### src/rtl/aeb_window_gain_pkg.sv
// aeb_pkg: shared types and helpers for the AEB window/gain block.
//  GAIN_FRAC   fractional bits of the exposure gain (0x100 = 1.0)
//  aeb_state_e control FSM states
//  sat8        saturate a signed value to 8 bits
//  clampu      clamp a value into [lo, hi]
//  recip_hp    round(2^frac / n), evaluated at elaboration time only
package aeb_pkg;

  localparam int GAIN_FRAC = 8;

  typedef enum logic [1:0] {IDLE, ACCUM, MULT, UPDATE} aeb_state_e;

  function automatic logic signed [7:0] sat8(input int v);
    if (v > 127)  return 8'sd127;
    if (v < -128) return 8'sh80;
    return 8'(v);
  endfunction

  function automatic int clampu(input int v, input int lo, input int hi);
    if (v < lo) return lo;
    if (v > hi) return hi;
    return v;
  endfunction

  function automatic longint unsigned recip_hp(input int frac, input longint unsigned n);
    return ((64'd1 << frac) + n / 2) / n;
  endfunction

endpackage

### src/rtl/aeb_window_gain_if.sv
// Pixel stream into the AEB block.
//  pix_sof    first pixel of frame (qualified by pix_valid & pix_ready)
//  pix_valid  beat valid
//  pix_ready  block accepts beat
//  pix_data   NCH channels of PW bits, channel 0 in the LSBs
// master = upstream pixel source, slave = AEB block.
interface aeb_window_gain_if #(
  parameter int NCH = 3,
  parameter int PW  = 8
);
  logic                    pix_sof;
  logic                    pix_valid;
  logic                    pix_ready;
  logic [NCH-1:0][PW-1:0]  pix_data;

  modport master (output pix_sof, pix_valid, pix_data, input  pix_ready);
  modport slave  (input  pix_sof, pix_valid, pix_data, output pix_ready);
endinterface

### src/rtl/aeb_window_acc.sv
// Window accumulator: tracks x/y of each counted beat, sums all channels of
// pixels inside the crop window and flags the last pixel of the frame.
//  clk, reset  clock, async active-low reset
//  beat        counted beat this cycle (sof beat or beat inside a frame)
//  start       this beat carries sof: it is pixel (0,0) and restarts acc
//  data        pixel channels
//  acc         running window sum
//  frame_done  this beat is the last pixel of the frame
module aeb_window_acc #(
  parameter int NCH     = 3,
  parameter int PW      = 8,
  parameter int FRAME_W = 640,
  parameter int FRAME_H = 480,
  parameter int X0      = 0,
  parameter int Y0      = 0,
  parameter int WC      = 640,
  parameter int HC      = 480,
  parameter int ACC_W   = PW + $clog2(NCH*WC*HC+1)
) (
  input  logic                   clk,
  input  logic                   reset,
  input  logic                   beat,
  input  logic                   start,
  input  logic [NCH-1:0][PW-1:0] data,
  output logic [ACC_W-1:0]       acc,
  output logic                   frame_done
);

  localparam int XW  = (FRAME_W > 1) ? $clog2(FRAME_W) : 1;
  localparam int YW  = (FRAME_H > 1) ? $clog2(FRAME_H) : 1;
  localparam int CSW = PW + $clog2(NCH+1);

  logic [XW-1:0]  x_q, cur_x;
  logic [YW-1:0]  y_q, cur_y;
  logic [CSW-1:0] csum;
  logic           in_win, last_px, eol;

  // A sof beat is always (0,0) regardless of where the counters stood.
  assign cur_x = start ? '0 : x_q;
  assign cur_y = start ? '0 : y_q;

  assign in_win  = (int'(cur_x) >= X0) && (int'(cur_x) < X0 + WC) &&
                   (int'(cur_y) >= Y0) && (int'(cur_y) < Y0 + HC);
  assign eol     = int'(cur_x) == FRAME_W - 1;
  assign last_px = eol && (int'(cur_y) == FRAME_H - 1);
  assign frame_done = beat && last_px;

  always_comb begin
    csum = '0;
    for (int c = 0; c < NCH; c++) csum = csum + CSW'(data[c]);
  end

  always_ff @(posedge clk or negedge reset) begin
    if (!reset) begin
      x_q <= '0;
      y_q <= '0;
      acc <= '0;
    end else if (beat) begin
      acc <= (start ? '0 : acc) + (in_win ? ACC_W'(csum) : '0);
      if (last_px) begin
        x_q <= '0;
        y_q <= '0;
      end else if (eol) begin
        x_q <= '0;
        y_q <= cur_y + YW'(1);
      end else begin
        x_q <= cur_x + XW'(1);
        y_q <= cur_y;
      end
    end
  end

endmodule

### src/rtl/aeb_window_gain.sv
// Auto-exposure/brightness control: window mean via reciprocal multiply,
// signed brightness error and a saturated exposure gain loop.
//  clk, reset   clock, async active-low reset
//  enable       0 freezes gain; mean/err still update
//  target       target mean brightness
//  pix          pixel stream (slave side)
//  mean         last frame window mean
//  err          sat8(target - mean)
//  gain         exposure gain, GAIN_FRAC fractional bits
//  gain_valid   one-cycle pulse when mean/err/gain update
//  sof_missing  sticky: beat seen in IDLE without sof, cleared by next sof
module aeb_window_gain
  import aeb_pkg::*;
#(
  parameter int NCH       = 3,
  parameter int PW        = 8,
  parameter int FRAME_W   = 640,
  parameter int FRAME_H   = 480,
  parameter int X0        = 0,
  parameter int Y0        = 0,
  parameter int WC        = 640,
  parameter int HC        = 480,
  parameter int HP_FRAC   = 32,
  parameter int GW        = 12,
  parameter int GAIN_INIT = 1 << GAIN_FRAC,
  parameter int GAIN_MIN  = 'h040,
  parameter int GAIN_MAX  = 'hFFF,
  parameter int KP        = 4,
  parameter int KP_FRAC   = 4
) (
  input  logic                clk,
  input  logic                reset,
  input  logic                enable,
  input  logic [PW-1:0]       target,
  aeb_window_gain_if.slave    pix,
  output logic [PW-1:0]       mean,
  output logic signed [7:0]   err,
  output logic [GW-1:0]       gain,
  output logic                gain_valid,
  output logic                sof_missing
);

  localparam int NPIX  = NCH * WC * HC;
  localparam int ACC_W = PW + $clog2(NPIX + 1);
  localparam int PRW   = ACC_W + HP_FRAC + 1;
  localparam logic [HP_FRAC:0] RECIP = (HP_FRAC+1)'(recip_hp(HP_FRAC, longint'(NPIX)));

  aeb_state_e         state;
  logic               rdy_en;
  logic               accept, start, beat, frame_done;
  logic [ACC_W-1:0]   acc;
  logic [PRW-1:0]     prod, rnd, q;
  logic [PW-1:0]      mean_nxt;
  logic signed [PW:0] e;
  logic signed [7:0]  err_nxt;
  logic signed [GW+8:0] dlt, gsum;
  logic [GW-1:0]      gain_nxt;

  // Ready is held off for the first cycle out of reset.
  assign pix.pix_ready = rdy_en && (state == IDLE || state == ACCUM);
  assign accept = pix.pix_valid && pix.pix_ready;
  assign start  = accept && pix.pix_sof;
  // Beats in IDLE without sof are not part of any frame.
  assign beat   = accept && (pix.pix_sof || state == ACCUM);

  aeb_window_acc #(
    .NCH(NCH), .PW(PW), .FRAME_W(FRAME_W), .FRAME_H(FRAME_H),
    .X0(X0), .Y0(Y0), .WC(WC), .HC(HC), .ACC_W(ACC_W)
  ) u_acc (
    .clk(clk), .reset(reset), .beat(beat), .start(start),
    .data(pix.pix_data), .acc(acc), .frame_done(frame_done)
  );

  // mean = round_half_up(acc / NPIX), via fixed-point reciprocal.
  always_comb begin
    prod     = PRW'(acc) * PRW'(RECIP);
    rnd      = prod + (PRW'(1) << (HP_FRAC - 1));
    q        = rnd >> HP_FRAC;
    mean_nxt = (q > PRW'(2**PW - 1)) ? '1 : q[PW-1:0];
  end

  // Gain step uses the error being registered this cycle, not the old err.
  always_comb begin
    e        = $signed({1'b0, target}) - $signed({1'b0, mean});
    err_nxt  = sat8(int'(e));
    dlt      = (GW+9)'((int'(err_nxt) * KP) >>> KP_FRAC);
    gsum     = $signed({9'b0, gain}) + dlt;
    gain_nxt = GW'(clampu(int'(gsum), GAIN_MIN, GAIN_MAX));
  end

  always_ff @(posedge clk or negedge reset) begin
    if (!reset) begin
      state       <= IDLE;
      rdy_en      <= 1'b0;
      mean        <= '0;
      err         <= '0;
      gain        <= GW'(GAIN_INIT);
      gain_valid  <= 1'b0;
      sof_missing <= 1'b0;
    end else begin
      rdy_en     <= 1'b1;
      gain_valid <= 1'b0;
      case (state)
        IDLE, ACCUM: begin
          if (start)
            sof_missing <= 1'b0;
          else if (accept && state == IDLE)
            sof_missing <= 1'b1;
          // sof inside ACCUM simply restarts the frame: acc restarts in u_acc.
          if (frame_done)
            state <= MULT;
          else if (start)
            state <= ACCUM;
        end
        MULT: begin
          mean  <= mean_nxt;
          state <= UPDATE;
        end
        UPDATE: begin
          err        <= err_nxt;
          if (enable) gain <= gain_nxt;
          gain_valid <= 1'b1;
          state      <= IDLE;
        end
        default: state <= IDLE;
      endcase
    end
  end

endmodule

### src/flat_wrapper.sv
// flat-port wrapper written by rule: the top's interface ports become plain ports
module aeb_window_gain_flat import aeb_pkg::*;
#(
  parameter int NCH       = 3,
  parameter int PW        = 8,
  parameter int FRAME_W   = 640,
  parameter int FRAME_H   = 480,
  parameter int X0        = 0,
  parameter int Y0        = 0,
  parameter int WC        = 640,
  parameter int HC        = 480,
  parameter int HP_FRAC   = 32,
  parameter int GW        = 12,
  parameter int GAIN_INIT = 1 << GAIN_FRAC,
  parameter int GAIN_MIN  = 'h040,
  parameter int GAIN_MAX  = 'hFFF,
  parameter int KP        = 4,
  parameter int KP_FRAC   = 4
)
  (clk, reset, enable, target, mean, err, gain, gain_valid, sof_missing, pix_pix_sof, pix_pix_valid, pix_pix_data, pix_pix_ready);
  aeb_window_gain_if #(.NCH(NCH), .PW(PW)) pix_i ();
  input  logic clk;
  input  logic reset;
  input  logic enable;
  input  logic [PW-1:0] target;
  output logic [PW-1:0] mean;
  output logic signed [7:0] err;
  output logic [GW-1:0] gain;
  output logic gain_valid;
  output logic sof_missing;
  input wire logic [$bits(pix_i.pix_sof)-1:0] pix_pix_sof;
  input wire logic [$bits(pix_i.pix_valid)-1:0] pix_pix_valid;
  input wire logic [$bits(pix_i.pix_data)-1:0] pix_pix_data;
  output wire logic [$bits(pix_i.pix_ready)-1:0] pix_pix_ready;
  assign pix_i.pix_sof = pix_pix_sof;
  assign pix_i.pix_valid = pix_pix_valid;
  assign pix_i.pix_data = pix_pix_data;
  assign pix_pix_ready = pix_i.pix_ready;
  aeb_window_gain #(.NCH(NCH), .PW(PW), .FRAME_W(FRAME_W), .FRAME_H(FRAME_H), .X0(X0), .Y0(Y0), .WC(WC), .HC(HC), .HP_FRAC(HP_FRAC), .GW(GW), .GAIN_INIT(GAIN_INIT), .GAIN_MIN(GAIN_MIN), .GAIN_MAX(GAIN_MAX), .KP(KP), .KP_FRAC(KP_FRAC)) u_core (.clk(clk), .reset(reset), .enable(enable), .target(target), .pix(pix_i), .mean(mean), .err(err), .gain(gain), .gain_valid(gain_valid), .sof_missing(sof_missing));
endmodule
### config.mk
export PLATFORM = sky130hd
export DESIGN_NAME = aeb_window_gain_flat
export DESIGN_NICKNAME = d
export VERILOG_FILES = /design/src/rtl/aeb_window_gain_pkg.sv /design/src/rtl/aeb_window_gain_if.sv /design/src/rtl/aeb_window_acc.sv /design/src/rtl/aeb_window_gain.sv /design/src/flat_wrapper.sv
export SDC_FILE = /design/constraint.sdc
export NUM_CORES = 1
export LEC_CHECK = 0
export CAP_MARGIN = 20
export CORE_MARGIN = 4
export CORE_UTILIZATION = 66
export CTS_BUF_LIST = sky130_fd_sc_hd__clkbuf_8 sky130_fd_sc_hd__clkbuf_16
export DETAILED_ROUTE_END_ITERATION = 8
export DONT_BUFFER_PORTS = 1
export PLACE_DENSITY = 0.82
export SLEW_MARGIN = 40
export SYNTH_ARGS = -nofsm -noshare
export SYNTH_HDL_FRONTEND = slang
export SYNTH_SLANG_ARGS = --single-unit
### constraint.sdc
create_clock -name clk -period 6.9 [get_ports clk]
set_input_delay 1.725 -clock clk [delete_from_list [all_inputs] [get_ports clk]]
set_output_delay 1.725 -clock clk [all_outputs]
set_load 0.02 [all_outputs]
==> results of run 1 <==
[routing by layer]
metal	vias to the layer above	share of wire (%)	global-route usage, %
met5	-	0	0
met4	0	1.4	6.57
met3	32	4.5	3.11
met2	231	50	45.1
met1	3879	44	32.1
li1	3934	-	-
[cell usage in the layout, fill, tap and decap left out, types with 6 or more instances in the layout]
master	count
o21a_1	10
nor2_1	82
a211oi_1	11
nor2b_1	11
nand4_1	7
nand2b_1	6
dfrtp_1	79
ha_1	206
xnor2_1	32
and2_1	18
xor2_1	22
nor3_1	24
nand2_1	67
o211ai_1	7
inv_1	159
a21o_1	19
a221o_1	9
and3_1	15
a21oi_1	60
a22o_1	7
o2111ai_1	6
o21ai_0	44
a31oi_1	11
clkbuf_16	9
mux2_2	6
nand3_1	24
fa_1	79
[worst register-to-register path, stage by stage, from the launching register on]
cell	delay (ns)
dfrtp_1	0.59
ha_1	0.31
ha_1	0.32
fa_1	0.49
fa_1	0.56
inv_1	0.06
fa_1	0.53
inv_1	0.05
ha_1	0.31
nand2_1	0.09
nor3_2	0.44
o2111a_1	0.28
nor4b_1	0.46
nor3_1	0.14
nor4_1	0.26
and4_1	0.30
nand4_1	0.16
mux2i_4	0.29
a31oi_1	0.12
[worst max path at each step]
stage / depth (start not counted) / start / endpoint
floorplan: 22 / target[0] / u_core.gain[1]
global placement: 21 / target[1] / u_core.gain[3]
detailed placement: 21 / target[1] / u_core.gain[5]
CTS: 22 / target[1] / u_core.gain[5]
global route: 22 / target[1] / u_core.gain[5]
finish: 22 / target[1] / u_core.gain[5]
[kinds of logic (layout without fill, tap and decap cells)]
kind of cell,after synthesis,in the layout
mux,8,8
simple gates,284,284
fa+ha+maj,285,285
buf+inv,176,178
xor+xnor,54,54
compound gates,238,238
flops,80,80
other cells,1,1
[sequential cells by signal, summed over array words and instances, names as in the netlist]
signal and cells:
u_core.sof_missing 1, u_core.u_acc.acc 28, u_core.gain_valid 1, u_core.u_acc.y_q 9
u_core.state 2, u_core.u_acc.x_q 10, u_core.rdy_en 1, u_core.gain 12
u_core.mean 8, u_core.err 8
[area by class of cell]
cell class / instances / area [um^2]
clock buffer: 9 / 225
timing repair buffer: 4 / 30.0
fill: 1126 / 4350
clock inverter: 7 / 90.1
inverter: 158 / 593
sequential: 80 / 2000
multi-input combinational: 870 / 7820
tap: 211 / 264
[stage by stage]
stage	utilization [%]	setup WS (ns)	cell area [um^2]	cells
final	71.7	0.444	11000	1339
after global routing	71.7	0.0803	11000	1339
after CTS	71.7	0.536	11000	1339
after detailed placement	69.6	0.185	10700	1323
after floorplan	-	0.288	10500	1126
after global placement	69.6	0.346	10700	1323
[power breakdown]
group          switching [mW]  internal (mW)  total (mW)
Sequential              0.103          0.511       0.614
Clock                   0.193          0.314       0.507
Combinational            2.26           1.67        3.94
Total                    2.56           2.50        5.06
==> out/qor.yml, run 1 <==
crit_required_ns: 7.12
synthAdderAreaFrac_pct: 39.7
cts_buffer_depth: 2
drc_errors: 0
worst_slew_pin_slew_ns: 0.771
yosysWarnings: 0
crit_type: "input port to flip-flop"
netlist.area_leader.share_pct: 24.6
grt_use_total_pct: 25.1
critical_path_arrival_ns: 6.68
max_stage_delay_ns: 0.41
muxShareOfSynthArea_pct: 1.08
grt_max_degree: 81
cts_made_buffers: 9
io_pins: 68
initial_core_util_pct: 68.1
post-route-min-period_ns: 6.46
syn_nets: 1448
r2r_cells: 18
yosysSeqAreaShare_pct: 19.1
port_buffers: 0
ff2ff_setup_slack_ns: 1.00
num_vias: 8076
grt_pass1_vias: 8038
tritoncts: "yes"
drv_slew: 0
leakagePower_nw: 5.97
fmax_mhz: 155
critPathLaunchType: "input port"
finalCritPeriodShare_pct: 93.6
critPathTopFamily: "compound AO/OA/AOI/OAI gates"
via_per_inst: 6.03
reg2reg_from: "u_core.u_acc.acc[22]"
dp_hpwl_um: 17700
clk_pin_slew_ns: 0.06
cpMostUsedCell: "a21oi_1"
hold_violations: 0
outcome: "finished, final reports clean"
wl_per_cell_um: 16.4
path_max_fanout: 7
synth-xor-area-share_pct: 4.52
powerDensity_nw_per_um2: 459
cp_cell_sequence: "ha_1 -> nor2b_1 -> o21ai_0 -> a21oi_1 -> o21ai_0 -> a21boi_0 -> o21a_1 -> or3_1 -> a21boi_1 -> a21oi_1 -> ha_1 -> fa_1 -> a21o_1 -> a21oi_1 -> nor2b_1 -> o21a_1 -> o21ai_0 -> a21oi_1 -> a41oi_1 -> mux2i_4 -> nor3_4 -> a221o_1"
finalSetupViolCount: 0
dr.pass1.iters: 5
hold_ws_ns: 0.495
rsz0062_at_grt: "false"
drt-initial-drc-count: 494
antenna_found_initial: 0
cts.repair.resized: 0
ys_ff_latch: 80
htree_levels: 3
synth.top_cells.by_area: "ha_1 (25%), dfrtp_1 (19%), fa_1 (15%)"
overflow: 0
place_congestion: 0.872
synthArstFlopShare_pct: 100
syn_inst: 1126
yosysMostFrequentCell: "ha_1"
synth_commonest_cells: "ha_1 (206), inv_1 (157), nor2_1 (82)"
synth_compound_area_share_pct: 16.0
syn_avg_cell_area_um2: 9.30
antenna_cells: 0
p_total_mw: 5.06
cap_violations: 0
yosys.area_share.simple_pct: 13.2
postCtsHoldBufs: 0
finClkSkew_ns: 0.00647
area_delta_synth_final_pct: 5.24
synth_edf_count: 0
holdPathStages: 2
die_h_um: 134
r2r_end: "u_core.mean[4]"
min_path_type: "flip-flop to flip-flop"
nNetsFinal: 1445
cts_sinks: 80
layout-drive-gt1-share_pct: 3.99
rows: 45
synth_top_family_by_area: "adder cells"
postCtsSetupRepairBufs: 0
synth_area_um2: 10500
worst_hold_path.endpoint: "u_core.u_acc.x_q[1]"
ant_nets: 0
yosysUniqueCellTypes: 75
die_x_um: 134
yosysTopAreaCell: "ha_1"
grt_pass1_wl_um: 37500
die_area_um2: 18000
cpMaxStageDelayCell: "fa_1"
critPathBufInv: 0
root_buffer: "clkbuf_16"
wl_um: 22000
ys_dominant_reg_cell: "dfrtp_1"
hold_start: "u_core.u_acc.x_q[1]"
cp-end-kind: "flip-flop"
ir_drop_mv: 0.670
clock_latency_ns: 0.34
core-area_um2: 15400
relSlewSlack_pct: 48.5
setup_tns_ns: 0
Note: power is estimated with default switching activity, not from simulation.
==> inputs of run 2 (changes only) <==
- CORE_MARGIN: 4 -> default
==> out/qor.yml, run 2 (synthesis gave the netlist of run 1 again) <==
outcome: "finished, final reports clean"
setup_tns_ns: 0  # unchanged
grt_use_total_pct: 28.3  # +3.2 points
cts_made_buffers: 9  # unchanged
holdPathStages: 2  # unchanged
num_vias: 8044  # -0.40%
cts_buffer_depth: 2  # unchanged
rsz0062_at_grt: "false"
root_buffer: "clkbuf_16"
drc_errors: 0  # unchanged
grt.met3_usage_pct: 4.09  # +0.98 points
grt.busiest_layer: "met2"
cts.repair.resized: 0  # unchanged
ir_drop_mv: 0.727  # +8.4%
antenna_cells: 0  # unchanged
dp_hpwl_um: 17300  # -2.7%
die_h_um: 128  # -4.5%
largestRegisters: "u_core.u_acc.acc (28), u_core.gain (12), u_core.u_acc.x_q (10)"
overflow: 0  # unchanged
met1_usage_pct: 36.0  # +3.9 points
grt_pass1_vias: 8058  # +0.25%
die_area_um2: 16400  # -8.8%
die_x_um: 128  # -4.5%
core-area_um2: 15400  # unchanged
finalCritPeriodShare_pct: 92.0  # -1.6 points
post-route-min-period_ns: 6.35  # -0.108 ns
port_buffers: 0  # unchanged
worst_slew_pin_slew_ns: 0.700  # -0.0701 ns
nNetsFinal: 1446  # +0.069%
relSlewSlack_pct: 53.1  # +4.6 points
initial_core_util_pct: 68.1  # unchanged
finalSetupViolCount: 0  # unchanged
place_congestion: 0.851  # -2.4%
antenna_found_initial: 0  # unchanged
hold_ws_ns: 0.490  # -0.00565 ns
final_common_cell: "ha_1"
r2r_cells: 18  # unchanged
clk_pin_slew_ns: 0.07  # about the same
powerDensity_nw_per_um2: 461  # +0.61%
critical_path_arrival_ns: 6.63  # -0.05 ns
htree_levels: 3  # unchanged
wl_per_cell_um: 16.2  # -1.5%
io_pins: 68  # unchanged
wl_um: 21700  # -1.4%
rows: 45  # unchanged
tritoncts: "yes"
leakagePower_nw: 5.98  # +0.20%
clock_latency_ns: 0.35  # about the same
largest_reg_flops: 28  # unchanged
layout-drive-gt1-share_pct: 4.16  # +0.17 points
cp-end-kind: "flip-flop"
min_path_type: "flip-flop to flip-flop"
postCtsHoldBufs: 0  # unchanged
via_per_inst: 6.00  # -0.47%
ff2ff_setup_slack_ns: 1.06  # +0.06 ns
dr.pass1.iters: 5  # unchanged
layout_common_cells: "ha_1 (206), inv_1 (158), nor2_1 (82)"
postCtsSetupRepairBufs: 0  # unchanged
critPathLaunchType: "input port"
area_delta_synth_final_pct: 5.39
hold_violations: 0  # unchanged
finClkSkew_ns: 0.00789  # +0.00142 ns
drt-initial-drc-count: 598  # +21%
regMostFlops: "u_core.u_acc.acc"
path_max_fanout: 7  # unchanged
cap_violations: 0  # unchanged
ant_nets: 0  # unchanged
crit_required_ns: 7.18  # +0.06 ns
grt_pass1_wl_um: 37200  # -0.68%
drv_slew: 0  # unchanged
cts_sinks: 80  # unchanged
grt_max_degree: 81  # unchanged
met2_usage_pct: 50.3  # +5.3 points
fmax_mhz: 158  # +1.7%
crit_type: "input port to flip-flop"
fillers: 1143  # +1.5%
run 2: layout make-up:
cell class	instances	area, um^2	share of cell area, %
clock buffer	9	225	2.04
clock inverter	7	97.6	0.884
inverter	158	593	5.37
multi-input combinational	870	7820	70.8
sequential	80	2000	18.1
tap	211	264	2.39
timing repair buffer	5	37.5	0.340
run 2: routing by layer:
metal / part of all wire [%] / vias to the layer above
met4: 1.5 / 0
li1: - / 3917
met5: 0 / -
met3: 4.8 / 31
met2: 50 / 236
met1: 44 / 3860
run 2: final timing paths:
path,from,to
max,target[1],u_core.gain[4]
min,u_core.u_acc.x_q[1],u_core.u_acc.x_q[1]
max reg2reg,u_core.u_acc.acc[16],u_core.mean[1]
min reg2reg,u_core.u_acc.x_q[1],u_core.u_acc.x_q[1]
max in group asynchronous,reset,u_core.gain[8]
min in group asynchronous,reset,u_core.mean[2]
run 2: power breakdown:
part / switching [mW] / internal, mW / total (mW)
Clock: 0.200 / 0.317 / 0.518
Sequential: 0.101 / 0.511 / 0.612
Combinational: 2.29 / 1.68 / 3.97
run 2: stage by stage:
step	cell area [um^2]	power (mW)	worst slack, ns	instances	util [%]
CTS	11000	5.11	0.621	1340	71.8
finish	11000	5.09	0.551	1340	71.8
global placement	10700	4.39	0.472	1324	69.7
detailed placement	10700	4.56	0.298	1324	69.7
global route	11000	5.79	0.128	1340	71.8
floorplan	10500	3.70	0.288	1126	-
run 2: worst max-delay path, stage by stage:
cell	delay, ns
ha_1	0.27
nor2b_1	0.12
o21ai_0	0.20
a21oi_1	0.12
o21ai_0	0.22
a21boi_0	0.12
o21a_1	0.19
o21ai_0	0.23
nand3b_1	0.27
a21oi_1	0.38
ha_1	0.32
a21o_1	0.16
a21o_1	0.22
a2111oi_4	0.34
nor3_1	0.12
a41o_1	0.28
o211a_1	0.25
or3_4	0.37
a21o_4	0.25
nor3_4	0.31
a221o_1	0.17
